<file path="config.mk">
export PLATFORM = sky130hd
export DESIGN_NAME = oled_pattern_gen_flat
export DESIGN_NICKNAME = d
export VERILOG_FILES = /design/src/rtl/oled_pkg.sv /design/src/rtl/oled_pattern_gen_if.sv /design/src/rtl/oled_frame_tracker.sv /design/src/rtl/oled_pattern_gen.sv /design/src/flat_wrapper.sv
export SDC_FILE = /design/constraint.sdc
export NUM_CORES = 1
export LEC_CHECK = 0
export CAP_MARGIN = 20
export CORE_MARGIN = 4
export CORE_UTILIZATION = 57
export CTS_BUF_LIST = sky130_fd_sc_hd__clkbuf_2
export DETAILED_ROUTE_END_ITERATION = 10
export GPL_TIMING_DRIVEN = 0
export PLACE_DENSITY = 0.87
export SETUP_SLACK_MARGIN = 0.1
export SLEW_MARGIN = 20
export SYNTH_ARGS = -nofsm -noshare
export SYNTH_HDL_FRONTEND = slang
export SYNTH_HIERARCHICAL = 1
export SYNTH_SLANG_ARGS = --single-unit
</file>
<file path="constraint.sdc">
create_clock -name clki -period 5.66 [get_ports clki]
set_input_delay 1.132 -clock clki [delete_from_list [all_inputs] [get_ports clki]]
set_output_delay 1.132 -clock clki [all_outputs]
set_load 0.03 [all_outputs]
</file>
<file path="src/rtl/oled_pkg.sv">
// Shared definitions for the OLED test-pattern generator: mode encodings,
// color-bar palette and an RGB565 packing helper.
package oled_pkg;

  typedef enum logic [1:0] {
    MODE_CHECKER  = 2'd0,
    MODE_BARS     = 2'd1,
    MODE_GRADIENT = 2'd2,
    MODE_SCROLL   = 2'd3
  } mode_e;

  localparam int unsigned RGB_W = 16;

  localparam logic [RGB_W-1:0] BAR_WHITE   = 16'hFFFF;
  localparam logic [RGB_W-1:0] BAR_YELLOW  = 16'hFFE0;
  localparam logic [RGB_W-1:0] BAR_CYAN    = 16'h07FF;
  localparam logic [RGB_W-1:0] BAR_GREEN   = 16'h07E0;
  localparam logic [RGB_W-1:0] BAR_MAGENTA = 16'hF81F;
  localparam logic [RGB_W-1:0] BAR_RED     = 16'hF800;
  localparam logic [RGB_W-1:0] BAR_BLUE    = 16'h001F;
  localparam logic [RGB_W-1:0] BAR_BLACK   = 16'h0000;

  function automatic logic [RGB_W-1:0] rgb565(input logic [4:0] r,
                                              input logic [5:0] g,
                                              input logic [4:0] b);
    return {r, g, b};
  endfunction

  function automatic logic [RGB_W-1:0] bar_color(input logic [2:0] idx);
    logic [RGB_W-1:0] c;
    case (idx)
      3'd0:    c = BAR_WHITE;
      3'd1:    c = BAR_YELLOW;
      3'd2:    c = BAR_CYAN;
      3'd3:    c = BAR_GREEN;
      3'd4:    c = BAR_MAGENTA;
      3'd5:    c = BAR_RED;
      3'd6:    c = BAR_BLUE;
      default: c = BAR_BLACK;
    endcase
    return c;
  endfunction

endpackage

</file>
<file path="src/rtl/oled_pattern_gen_if.sv">
// Pixel request / color response bundle between oled_video and the pattern source.
interface oled_pattern_gen_if #(
  parameter int unsigned C_x_bits = 7,
  parameter int unsigned C_y_bits = 8
);
  logic [C_x_bits-1:0] x;
  logic [C_y_bits-1:0] y;
  logic [1:0]          mode;
  logic                pause;
  logic [15:0]         color;
  logic                frame_start;
  logic [7:0]          frame_count;

  modport master (output x, y, mode, pause,
                  input  color, frame_start, frame_count);
  modport slave  (input  x, y, mode, pause,
                  output color, frame_start, frame_count);
endinterface

</file>
<file path="src/rtl/oled_frame_tracker.sv">
// Detects frame boundaries from the scanned pixel coordinates and keeps the
// frame counter and the scroll offset used for animation.
module oled_frame_tracker #(
  parameter int unsigned C_x_bits     = 7,
  parameter int unsigned C_y_bits     = 8,
  parameter int unsigned C_scroll_div = 2
) (
  input  logic                clki,
  input  logic                resn,
  input  logic [C_x_bits-1:0] x,
  input  logic [C_y_bits-1:0] y,
  input  logic                pause,
  output logic                start_c,
  output logic [C_y_bits-1:0] offset_c,
  output logic                frame_start,
  output logic [7:0]          frame_count
);

  localparam int unsigned XY_W = C_x_bits + C_y_bits;

  logic [XY_W-1:0]         prev_xy;
  logic [C_scroll_div-1:0] div_cnt;
  logic [C_scroll_div-1:0] div_nxt_c;
  logic [C_y_bits-1:0]     offset;

  // A frame starts on the first cycle of (0,0); holding (0,0) does not retrigger.
  always_comb begin
    start_c   = ({x, y} == '0) && (prev_xy != '0);
    div_nxt_c = div_cnt;
    offset_c  = offset;
    if (start_c && !pause) begin
      div_nxt_c = div_cnt + 1'b1;
      if (div_nxt_c == '0) offset_c = offset + 1'b1;
    end
  end

  always_ff @(posedge clki or negedge resn) begin
    if (!resn) begin
      prev_xy     <= '1;
      frame_start <= 1'b0;
      frame_count <= '0;
      div_cnt     <= '0;
      offset      <= '0;
    end else begin
      prev_xy     <= {x, y};
      frame_start <= start_c;
      if (start_c) frame_count <= frame_count + 1'b1;
      div_cnt     <= div_nxt_c;
      offset      <= offset_c;
    end
  end

endmodule

</file>
<file path="src/rtl/oled_pattern_gen.sv">
// Animated RGB565 test-pattern source; returns the color of pixel (x,y) one
// cycle later, with mode and animation changing only at frame boundaries.
module oled_pattern_gen #(
  parameter int unsigned C_x_bits     = 7,
  parameter int unsigned C_y_bits     = 8,
  parameter int unsigned C_cell_log2  = 3,
  parameter logic [15:0] C_color_a    = 16'h07E0,
  parameter logic [15:0] C_color_b    = 16'hF800,
  parameter int unsigned C_scroll_div = 2
) (
  input logic               clki,
  input logic               resn,
  oled_pattern_gen_if.slave bus
);
  import oled_pkg::*;

  mode_e               mode_q;
  mode_e               mode_c;
  logic                start_c;
  logic [C_y_bits-1:0] offset_c;
  logic [C_x_bits-1:0] xs_c;
  logic [C_y_bits-1:0] ys_c;
  logic [RGB_W-1:0]    color_c;

  oled_frame_tracker #(
    .C_x_bits    (C_x_bits),
    .C_y_bits    (C_y_bits),
    .C_scroll_div(C_scroll_div)
  ) u_tracker (
    .clki       (clki),
    .resn       (resn),
    .x          (bus.x),
    .y          (bus.y),
    .pause      (bus.pause),
    .start_c    (start_c),
    .offset_c   (offset_c),
    .frame_start(bus.frame_start),
    .frame_count(bus.frame_count)
  );

  // On a frame-start cycle the new frame's mode and offset already apply.
  always_comb begin
    mode_c  = start_c ? mode_e'(bus.mode) : mode_q;
    xs_c    = bus.x + C_x_bits'(offset_c);
    ys_c    = bus.y + offset_c;
    color_c = '0;
    case (mode_c)
      MODE_CHECKER:
        color_c = (bus.x[C_cell_log2] ^ bus.y[C_cell_log2]) ? C_color_a : C_color_b;
      MODE_BARS:
        color_c = bar_color(3'(bus.x >> (C_x_bits - 3)));
      MODE_GRADIENT:
        color_c = rgb565(5'(bus.x >> (C_x_bits - 5)),
                         6'(bus.y >> (C_y_bits - 6)),
                         offset_c[4:0]);
      MODE_SCROLL:
        color_c = (xs_c[C_cell_log2] ^ ys_c[C_cell_log2]) ? C_color_a : C_color_b;
      default: color_c = '0;
    endcase
  end

  always_ff @(posedge clki or negedge resn) begin
    if (!resn) begin
      mode_q    <= MODE_CHECKER;
      bus.color <= '0;
    end else begin
      mode_q    <= mode_c;
      bus.color <= color_c;
    end
  end

endmodule
</file>
<file path="src/flat_wrapper.sv">
// flat-port wrapper written by rule: the top's interface ports become plain ports
module oled_pattern_gen_flat import oled_pkg::*;
#(
  parameter int unsigned C_x_bits     = 7,
  parameter int unsigned C_y_bits     = 8,
  parameter int unsigned C_cell_log2  = 3,
  parameter logic [15:0] C_color_a    = 16'h07E0,
  parameter logic [15:0] C_color_b    = 16'hF800,
  parameter int unsigned C_scroll_div = 2
)
  (clki, resn, bus_x, bus_y, bus_mode, bus_pause, bus_color, bus_frame_start, bus_frame_count);
  oled_pattern_gen_if #(.C_x_bits(C_x_bits), .C_y_bits(C_y_bits)) bus_i ();
  input logic clki;
  input logic resn;
  input wire logic [$bits(bus_i.x)-1:0] bus_x;
  input wire logic [$bits(bus_i.y)-1:0] bus_y;
  input wire logic [$bits(bus_i.mode)-1:0] bus_mode;
  input wire logic [$bits(bus_i.pause)-1:0] bus_pause;
  output wire logic [$bits(bus_i.color)-1:0] bus_color;
  output wire logic [$bits(bus_i.frame_start)-1:0] bus_frame_start;
  output wire logic [$bits(bus_i.frame_count)-1:0] bus_frame_count;
  assign bus_i.x = bus_x;
  assign bus_i.y = bus_y;
  assign bus_i.mode = bus_mode;
  assign bus_i.pause = bus_pause;
  assign bus_color = bus_i.color;
  assign bus_frame_start = bus_i.frame_start;
  assign bus_frame_count = bus_i.frame_count;
  oled_pattern_gen #(.C_x_bits(C_x_bits), .C_y_bits(C_y_bits), .C_cell_log2(C_cell_log2), .C_color_a(C_color_a), .C_color_b(C_color_b), .C_scroll_div(C_scroll_div)) u_core (.clki(clki), .resn(resn), .bus(bus_i));
endmodule
</file>
-- Word-level counts from Yosys, hierarchy flattened
Index checks and enable logic that the tools add are counted.
- output and inout port bits: 25
- register bits: 52
- bits of input ports: 20
- logic and storage cells: 38
- bitwise operators: 2
- reductions and logical operators: 8
- multiplexer cells: 7
- equality and inequality tests: 9
- $add $sub $neg: 5
- operators by type and width (kind ; number):
    $pmux 16 s7 ; 1
    $pmux 16 s4 ; 1
    $mux 16 ; 2
    $add 8x1->8 const B ; 2
    $mux 8 ; 2
    $logic_not 15->1 ; 1
    $reduce_bool 15->1 ; 1
    $eq 3x3->1 const B ; 3
    $add 4x4->4 ; 2
    $eq 3x2->1 const B ; 2
    $eq 2x2->1 const B ; 2
    $logic_not 2->1 ; 2
    $eq 3x1->1 const B ; 1
    $logic_not 3->1 ; 1
    $add 2x1->2 const B ; 1
    $eq 2x1->1 const B ; 1
    $logic_and 1x1->1 ; 2
    $mux 2 ; 1
    $xor 1x1->1 ; 2
    $logic_not 1->1 ; 1

-- Depth between registers and ports, before layout
Gate-level depths: netlist of the first run.
- word-level depth: 8
- gate-level depth with buffers: 12

-- Hierarchy
Netlist of the first run, hierarchy kept.
- by module, submodules not included (module ; times used ; area each (um^2) ; cells each ; seq. area each (um^2)):
    oled_frame_tracker ; 1 ; 1392.6 ; 99 ; 869.6
    oled_pattern_gen ; 1 ; 805.8 ; 74 ; 450.4

-- Least setup slack after synthesis of the first run
OpenSTA, ideal clock, no wires.
- kind: in2reg
- from: input bus_y[2]
- to: register u_core.bus.color[11]
- path buffers: 0
- slack: 2.031 ns
- setup time: 0.130 ns
- required time: 5.530 ns
- stages on the path: 10
- arrival time: 3.499 ns
- path through: nor4_2 nand4_2 nor3b_2 mux2_2 ha_1 a31o_2 a21oi_1 xnor3_2 o22ai_1 nor2_1
- word-level cells in the longest chain between the ends: 8
- elaborated cells on any way between the ends: 14
- ends and longest elaborated chain (element ; RTL line ; source):
    start, declared ; flat_wrapper.sv:16 ; input wire logic [$bits(bus_i.y)-1:0] bus_y;
    $logic_not 15->1 * ; oled_frame_tracker.sv:28 ; start_c = ({x, y} == '0) && (prev_xy != '0);
    $logic_and 1x1->1 * ; oled_frame_tracker.sv:28 ;
    $logic_and 1x1->1 * ; oled_frame_tracker.sv:31 ; if (start_c && !pause) begin
    $mux 8 * ; oled_frame_tracker.sv:31 ;
    via u_core.offset_c[1] ; oled_pattern_gen.sv:20 ; logic [C_y_bits-1:0] offset_c;
    $add 4x4->4, on equally long branches ; oled_pattern_gen.sv:44, oled_pattern_gen.sv:45 ;
    $xor 1x1->1 * ; oled_pattern_gen.sv:57 ; color_c = (xs_c[C_cell_log2] ^ ys_c[C_cell_log2]) ? C_color_a : C_color_b;
    $mux 16 * ; oled_pattern_gen.sv:57 ;
    $pmux 16 s4 * ; oled_pattern_gen.sv:47 ; case (mode_c)
    via u_core.color_c[11] ; oled_pattern_gen.sv:23 ; logic [RGB_W-1:0] color_c;
    end signal, assigned ; oled_pattern_gen.sv:68 ; bus.color <= color_c;
    end, declared ; oled_pattern_gen_if.sv:17 ; output color, frame_start, frame_count);
Mark *: on every way through the listed nets, which the timed path passes. The rest lies on a longest branch.
A chain may end at the register's enable or synchronous reset.

-- Worst setup path in the final report of the first run
- from: input bus_y[3]
- to: register u_core.bus.color[15]
The elaborated chain is that of the path after synthesis.

==> flow_metrics.env, run 1 <==
export IMPL_slowest_delay_ns=0.54
export IMPL_grt_usage=0.204
export IMPL_dieArea_um2=4590
export IMPL_cp_start_kind="input pin"
export IMPL_irDropWorstVdd_v=0.000141
export IMPL_crit_chain="clkdlybuf4s50_1 > nor4_2 > nand4_2 > buf_6 > nor3_1 > xor2_1 > ha_1 > a21oi_1 > nand2_1 > xnor3_2 > o22ai_1 > nor2_1"
export IMPL_vias=1419
export IMPL_overflow=0
export IMPL_multi_input_area_um2=749
export IMPL_cts_buffer_depth=2
export IMPL_die_h_um=67.7
export IMPL_insertion_delay_ns=0.42
export IMPL_syn_nets=185
export IMPL_hold_violations=0
export IMPL_placeableCoreArea_um2=3390
export IMPL_synth_yosys_warnings=6
export IMPL_numCtsBuffers=5
export IMPL_fin_skew_ns=0.00779
export IMPL_grt_pass1_wl_um=6670
export IMPL_drc=0
export IMPL_maxSlewViolCount=0
export IMPL_r2r_end="u_core/bus.color[15]$_DFF_PN0_"
export IMPL_arrival_ns=4.42
export IMPL_synthesis_area_um2=2030
export IMPL_cp_slowest_cell="clkdlybuf4s50_1"
export IMPL_viasPerCell=5.52
export IMPL_path_delay_family="simple AND/OR/NAND/NOR gates"
export IMPL_synth_area_per_cell_um2=12.9
export IMPL_hp_start="u_core/u_tracker/offset[4]$_DFF_PN0_"
export IMPL_mostFrequentLayoutCells="43 x clkdlybuf4s50_1, 34 x dfrtp_1, 23 x nor2_1, 15 x dfstp_2, 11 x xor2_1"
export IMPL_antenna_found_initial=0
export IMPL_syn_inst=158
export IMPL_place_inst=249
export IMPL_ff2ff_setup_slack_ns=2.35
export IMPL_fin_crit_sh=0.723
export IMPL_endpoint_kind="flip-flop"
export IMPL_critPathMaxFanout=7
export IMPL_die_w_um=67.7
export IMPL_cts_resized=0
export IMPL_required_ns=5.99
export IMPL_gp_congestion=0.801
export IMPL_diodes=0
export IMPL_num_rows=21
export IMPL_final_nets=237
export IMPL_start_util=0.600
export IMPL_r2r_cells=12
export IMPL_fin_setup_tns_ns=0
export IMPL_ant_nets=0
export IMPL_hp_class="reg2reg"
export IMPL_dr_first_iter_drc_count=85
export IMPL_area_growth_pct=27.8
export IMPL_cts_tree="built"
export IMPL_min_delay_path_depth=1
export IMPL_p_per_area_nw_per_um2=227
export IMPL_dp_hpwl_um=3110
export IMPL_grt_pass1_vias=1454
export IMPL_r2r_start="u_core/u_tracker/prev_xy[1]$_DFF_PN1_"
export IMPL_wl_per_cell_um=15.7
export IMPL_cts_sinks=49
export IMPL_drive_gt1_frac=0.209
export IMPL_dr_pass1_iters=4
export IMPL_worst_path_buf_inv=2
export IMPL_clock_fmax_mhz=244
export IMPL_clk_pin_slew_ns=0.23
export IMPL_relSlewSlack=0.627
export IMPL_rsz0062_at_grt="false"
export IMPL_io_pin_count=45
export IMPL_wl_um=4030
export IMPL_grt_max_degree=28
export IMPL_cts_hold_buf=0
export IMPL_layout_commonest_cell="clkdlybuf4s50_1"
export IMPL_min_to="u_core/u_tracker/offset[4]$_DFF_PN0_"
export IMPL_whs_ns=0.486
export IMPL_drv_cap=0
export IMPL_clockRootBuffer="clkbuf_2"
export IMPL_register_area_um2=1240
export IMPL_power_leakage_nw=1.23
export IMPL_setup_viol=0
export IMPL_fin_crit_ns=4.09
export IMPL_fill_cells=206
export IMPL_htree_levels=2
export IMPL_status="completed"
export IMPL_critical_path_class="in2reg"
export IMPL_tightest_slew_ns=0.556
export IMPL_cts_setup_buffers=0
export IMPL_port_buffers=44
export IMPL_cp_depth=12
export IMPL_final_cells=257
power by group:
group / internal [mW] / switching [mW]
clock network: 0.0319 / 0.108
registers: 0.368 / 0.00353
logic: 0.0356 / 0.0437
stage by stage:
stage               power [mW]  setup slack (ns)  cell area, um^2  utilization
CTS                      0.596              1.61             2600        0.767
global placement         0.453              1.21             2530        0.747
detailed placement       0.457              1.12             2550        0.753
global route             0.618              1.32             2600        0.767
finish                   0.591              1.57             2600        0.767
floorplan                0.409              2.03             2030            -
worst max path at each step:
stage / from / end
floorplan: bus_y[2] / u_core/bus.color[11]$_DFF_PN0_
global route: bus_y[1] / u_core/bus.color[15]$_DFF_PN0_
global placement: bus_y[2] / u_core/bus.color[11]$_DFF_PN0_
finish: bus_y[3] / u_core/bus.color[15]$_DFF_PN0_
CTS: bus_y[3] / u_core/bus.color[15]$_DFF_PN0_
detailed placement: bus_y[2] / u_core/bus.color[15]$_DFF_PN0_
cell type report:
| cell class | count | share of cell area |
|---|---|---|
| well taps | 46 | 0.0221 |
| clock buffers | 6 | 0.0116 |
| flip-flops and latches | 49 | 0.479 |
| repair buffers | 45 | 0.178 |
| plain buffers | 4 | 0.0120 |
| inverters | 2 | 0.00289 |
| multi-input cells | 103 | 0.288 |
| clock inverters | 2 | 0.00578 |
layer usage:
metal	global-route usage	vias up	share of wire
met3	0.0632	10	0.051
met5	0	-	0
met1	0.237	698	0.41
met4	0.0886	0	0.020
met2	0.345	50	0.51
li1	-	661	-
registers in the layout, indices dropped and copies added, names as in the netlist:
name	flops
u_core/bus.color	16
u_core/u_tracker/prev_xy	15
u_core/u_tracker/frame_count	8
u_core/u_tracker/offset	5
u_core/mode_q	2
u_core/u_tracker/div_cnt	2
u_core/u_tracker/frame_start	1
(Power assumes the default switching activity.)
==> run 2: changes to the inputs <==
--- a/config.mk
+++ b/config.mk
@@ -7,11 +7,11 @@
 export LEC_CHECK = 0
 export CAP_MARGIN = 20
 export CORE_MARGIN = 4
-export CORE_UTILIZATION = 57
+export CORE_UTILIZATION = 53
 export CTS_BUF_LIST = sky130_fd_sc_hd__clkbuf_2
 export DETAILED_ROUTE_END_ITERATION = 10
 export GPL_TIMING_DRIVEN = 0
-export PLACE_DENSITY = 0.87
+export PLACE_DENSITY = 0.82
 export SETUP_SLACK_MARGIN = 0.1
 export SLEW_MARGIN = 20
 export SYNTH_ARGS = -nofsm -noshare
==> constraint.sdc (replaced) <==
create_clock -name clki -period 4.15 [get_ports clki]
set_input_delay 0.83 -clock clki [delete_from_list [all_inputs] [get_ports clki]]
set_output_delay 0.83 -clock clki [all_outputs]
set_load 0.03 [all_outputs]
==> flow_metrics.env, run 2 (synthesis gave the netlist of run 1 again) <==
export IMPL_top_regs="u_core/bus.color: 16 flops, u_core/u_tracker/prev_xy: 15 flops, u_core/u_tracker/frame_count: 8 flops"
export IMPL_io_pin_count=45
export IMPL_clockRootBuffer="clkbuf_2"
export IMPL_gp_congestion=0.787
export IMPL_cp_slowest_cell="clkdlybuf4s50_1"
export IMPL_setup_viol=0
export IMPL_die_w_um=69.9
export IMPL_insertion_delay_ns=0.41
export IMPL_vias=1389
export IMPL_dr_pass1_iters=4
export IMPL_fin_crit_ns=3.78
export IMPL_wl_per_cell_um=16.5
export IMPL_cts_hold_buf=0
export IMPL_clockPowerShare=0.233
export IMPL_ant_nets=0
export IMPL_p_switching_uw=204
export IMPL_htree_levels=2
export IMPL_wl_um=4270
export IMPL_die_h_um=69.9
export IMPL_drv_cap=0
export IMPL_placeableCoreArea_um2=3690
export IMPL_irDropWorstVdd_v=0.000185
export IMPL_p_per_area_nw_per_um2=308
export IMPL_grt_pass1_vias=1501
export IMPL_cts_sinks=49
export IMPL_fin_setup_tns_ns=0
export IMPL_arrival_ns=4.08
export IMPL_num_rows=22
export IMPL_clk_pin_slew_ns=0.21
export IMPL_regMostFlops="u_core/bus.color"
export IMPL_layout_commonest_cell="clkdlybuf4s50_1"
export IMPL_cts_tree="built"
export IMPL_comb_power_share=0.134
export IMPL_dr_first_iter_drc_count=93
export IMPL_drc=0
export IMPL_fill_cells=277
export IMPL_path_delay_family="simple AND/OR/NAND/NOR gates"
export IMPL_maxSlewViolCount=0
export IMPL_switching_share=0.255
export IMPL_grt_pass1_wl_um=7190
export IMPL_cp_start_kind="input pin"
export IMPL_hold_violations=0
export IMPL_hp_class="in2async"
export IMPL_dp_hpwl_um=3220
export IMPL_critPathMaxFanout=7
export IMPL_grt_max_degree=37
export IMPL_rsz0062_at_grt="false"
export IMPL_setup_slack_ns=0.366
export IMPL_start_util=0.551
export IMPL_dieArea_um2=4890
export IMPL_cpMostUsedCell="nor3_1"
export IMPL_power_leakage_nw=1.23
export IMPL_largest_reg_flops=16
export IMPL_area_growth_pct=27.7
export IMPL_cts_buffer_depth=2
export IMPL_tightest_slew_ns=0.593
export IMPL_endpoint_kind="flip-flop"
export IMPL_relSlewSlack=0.602
export IMPL_grt_usage=0.189
export IMPL_crit_chain="clkdlybuf4s50_1 > nor3_1 > nand4_2 > buf_6 > nor3_1 > xor2_2 > ha_1 > a21oi_1 > nand2_1 > xnor3_2 > o22ai_1 > nor2_1"
export IMPL_required_ns=4.45
export IMPL_multi_input_area_um2=757
export IMPL_fin_skew_ns=0.0220
export IMPL_slowest_delay_ns=0.48
export IMPL_numCtsBuffers=5
export IMPL_worst_path_buf_inv=2
export IMPL_status="completed"
export IMPL_viasPerCell=5.36
export IMPL_seqPwrFrac=0.633
export IMPL_overflow=0
export IMPL_mostFrequentLayoutCells="43 x clkdlybuf4s50_1, 34 x dfrtp_1, 23 x nor2_1, 15 x dfstp_2, 10 x xor2_1"
export IMPL_fin_crit_sh=0.912
export IMPL_whs_ns=0.288
export IMPL_antenna_found_initial=0
export IMPL_clock_fmax_mhz=264
export IMPL_dp_slack_ns=-0.0557
export IMPL_register_area_um2=1240
export IMPL_diodes=0
export IMPL_final_nets=237
export IMPL_port_buffers=44
export IMPL_drive_gt1_frac=0.213
export IMPL_critical_path_class="in2reg"
export IMPL_p_int_uw=596
==> run 2: timing repair <==
action	4_1_cts	5_1_grt
resized for setup	0	1
hold endpoints to repair	0	0
setup endpoints to repair	0	2
buffers inserted	0	0
==> run 2: worst paths after layout <==
kind                       cells after the start                                   startpoint                                          end  slack [ns]
setup / recovery                              12                                     bus_x[2]               u_core/bus.color[15]$_DFF_PN0_        0.37
hold / removal                                 1                                         resn                u_core/bus.color[8]$_DFF_PN0_        0.29
setup reg to reg                              12        u_core/u_tracker/prev_xy[1]$_DFF_PN1_               u_core/bus.color[15]$_DFF_PN0_        0.91
hold reg to reg                                1  u_core/u_tracker/frame_count[7]$_DFFE_PN0P_  u_core/u_tracker/frame_count[7]$_DFFE_PN0P_        0.49
max in group asynchronous                      2                                         resn       u_core/u_tracker/prev_xy[12]$_DFF_PN1_        3.31
min in group clki                              1  u_core/u_tracker/frame_count[7]$_DFFE_PN0P_  u_core/u_tracker/frame_count[7]$_DFFE_PN0P_        0.49
==> run 2: layer usage <==
| layer | vias up | global-route usage | wire length (um) |
|---|---|---|---|
| met5 | - | 0 | 0 |
| met2 | 46 | 0.326 | 2280 |
| li1 | 657 | - | - |
| met1 | 680 | 0.223 | 1710 |
| met4 | 0 | 0.0660 | 60 |
| met3 | 6 | 0.0547 | 217 |
==> run 2: cell type report <==
cell class	count	area share
tap	48	0.0231
clock buffer	7	0.0135
inverter	2	0.00289
clock inverter	1	0.00193
buffer	4	0.0120
timing repair buffer	45	0.175
sequential	49	0.480
multi-input combinational	103	0.292
==> run 2: per-stage QoR <==
step                cells  area, um^2   util  total power, mW
floorplan             158        2030      -            0.558
global placement      250        2530  0.687            0.618
detailed placement    251        2550  0.691            0.623
CTS                   259        2590  0.702            0.805
global route          259        2600  0.704            0.840
finish                259        2600  0.704            0.801
==> run 2: power groups by stage <==
| stage | clock (mW) | combinational, mW | sequential (mW) |
|---|---|---|---|
| 6_report | 0.187 | 0.107 | 0.507 |
| 5_1_grt | 0.215 | 0.115 | 0.509 |
| 4_1_cts | 0.190 | 0.108 | 0.507 |
| 3_5_place_dp | 0 | 0.108 | 0.515 |
| 3_3_place_gp | 0 | 0.103 | 0.514 |
| 2_1_floorplan | 0 | 0.0204 | 0.538 |
==> run 2: worst reg2reg max path: cells and delay by family, from the launching register on <==
kind	cells	cell delay, ns
buffers and inverters	2	0.49
XOR/XNOR	2	0.67
flip-flops	1	0.42
AO/OA/AOI/OAI	2	0.43
adder cells (fa/ha/maj)	1	0.31
AND/OR/NAND/NOR	5	0.81
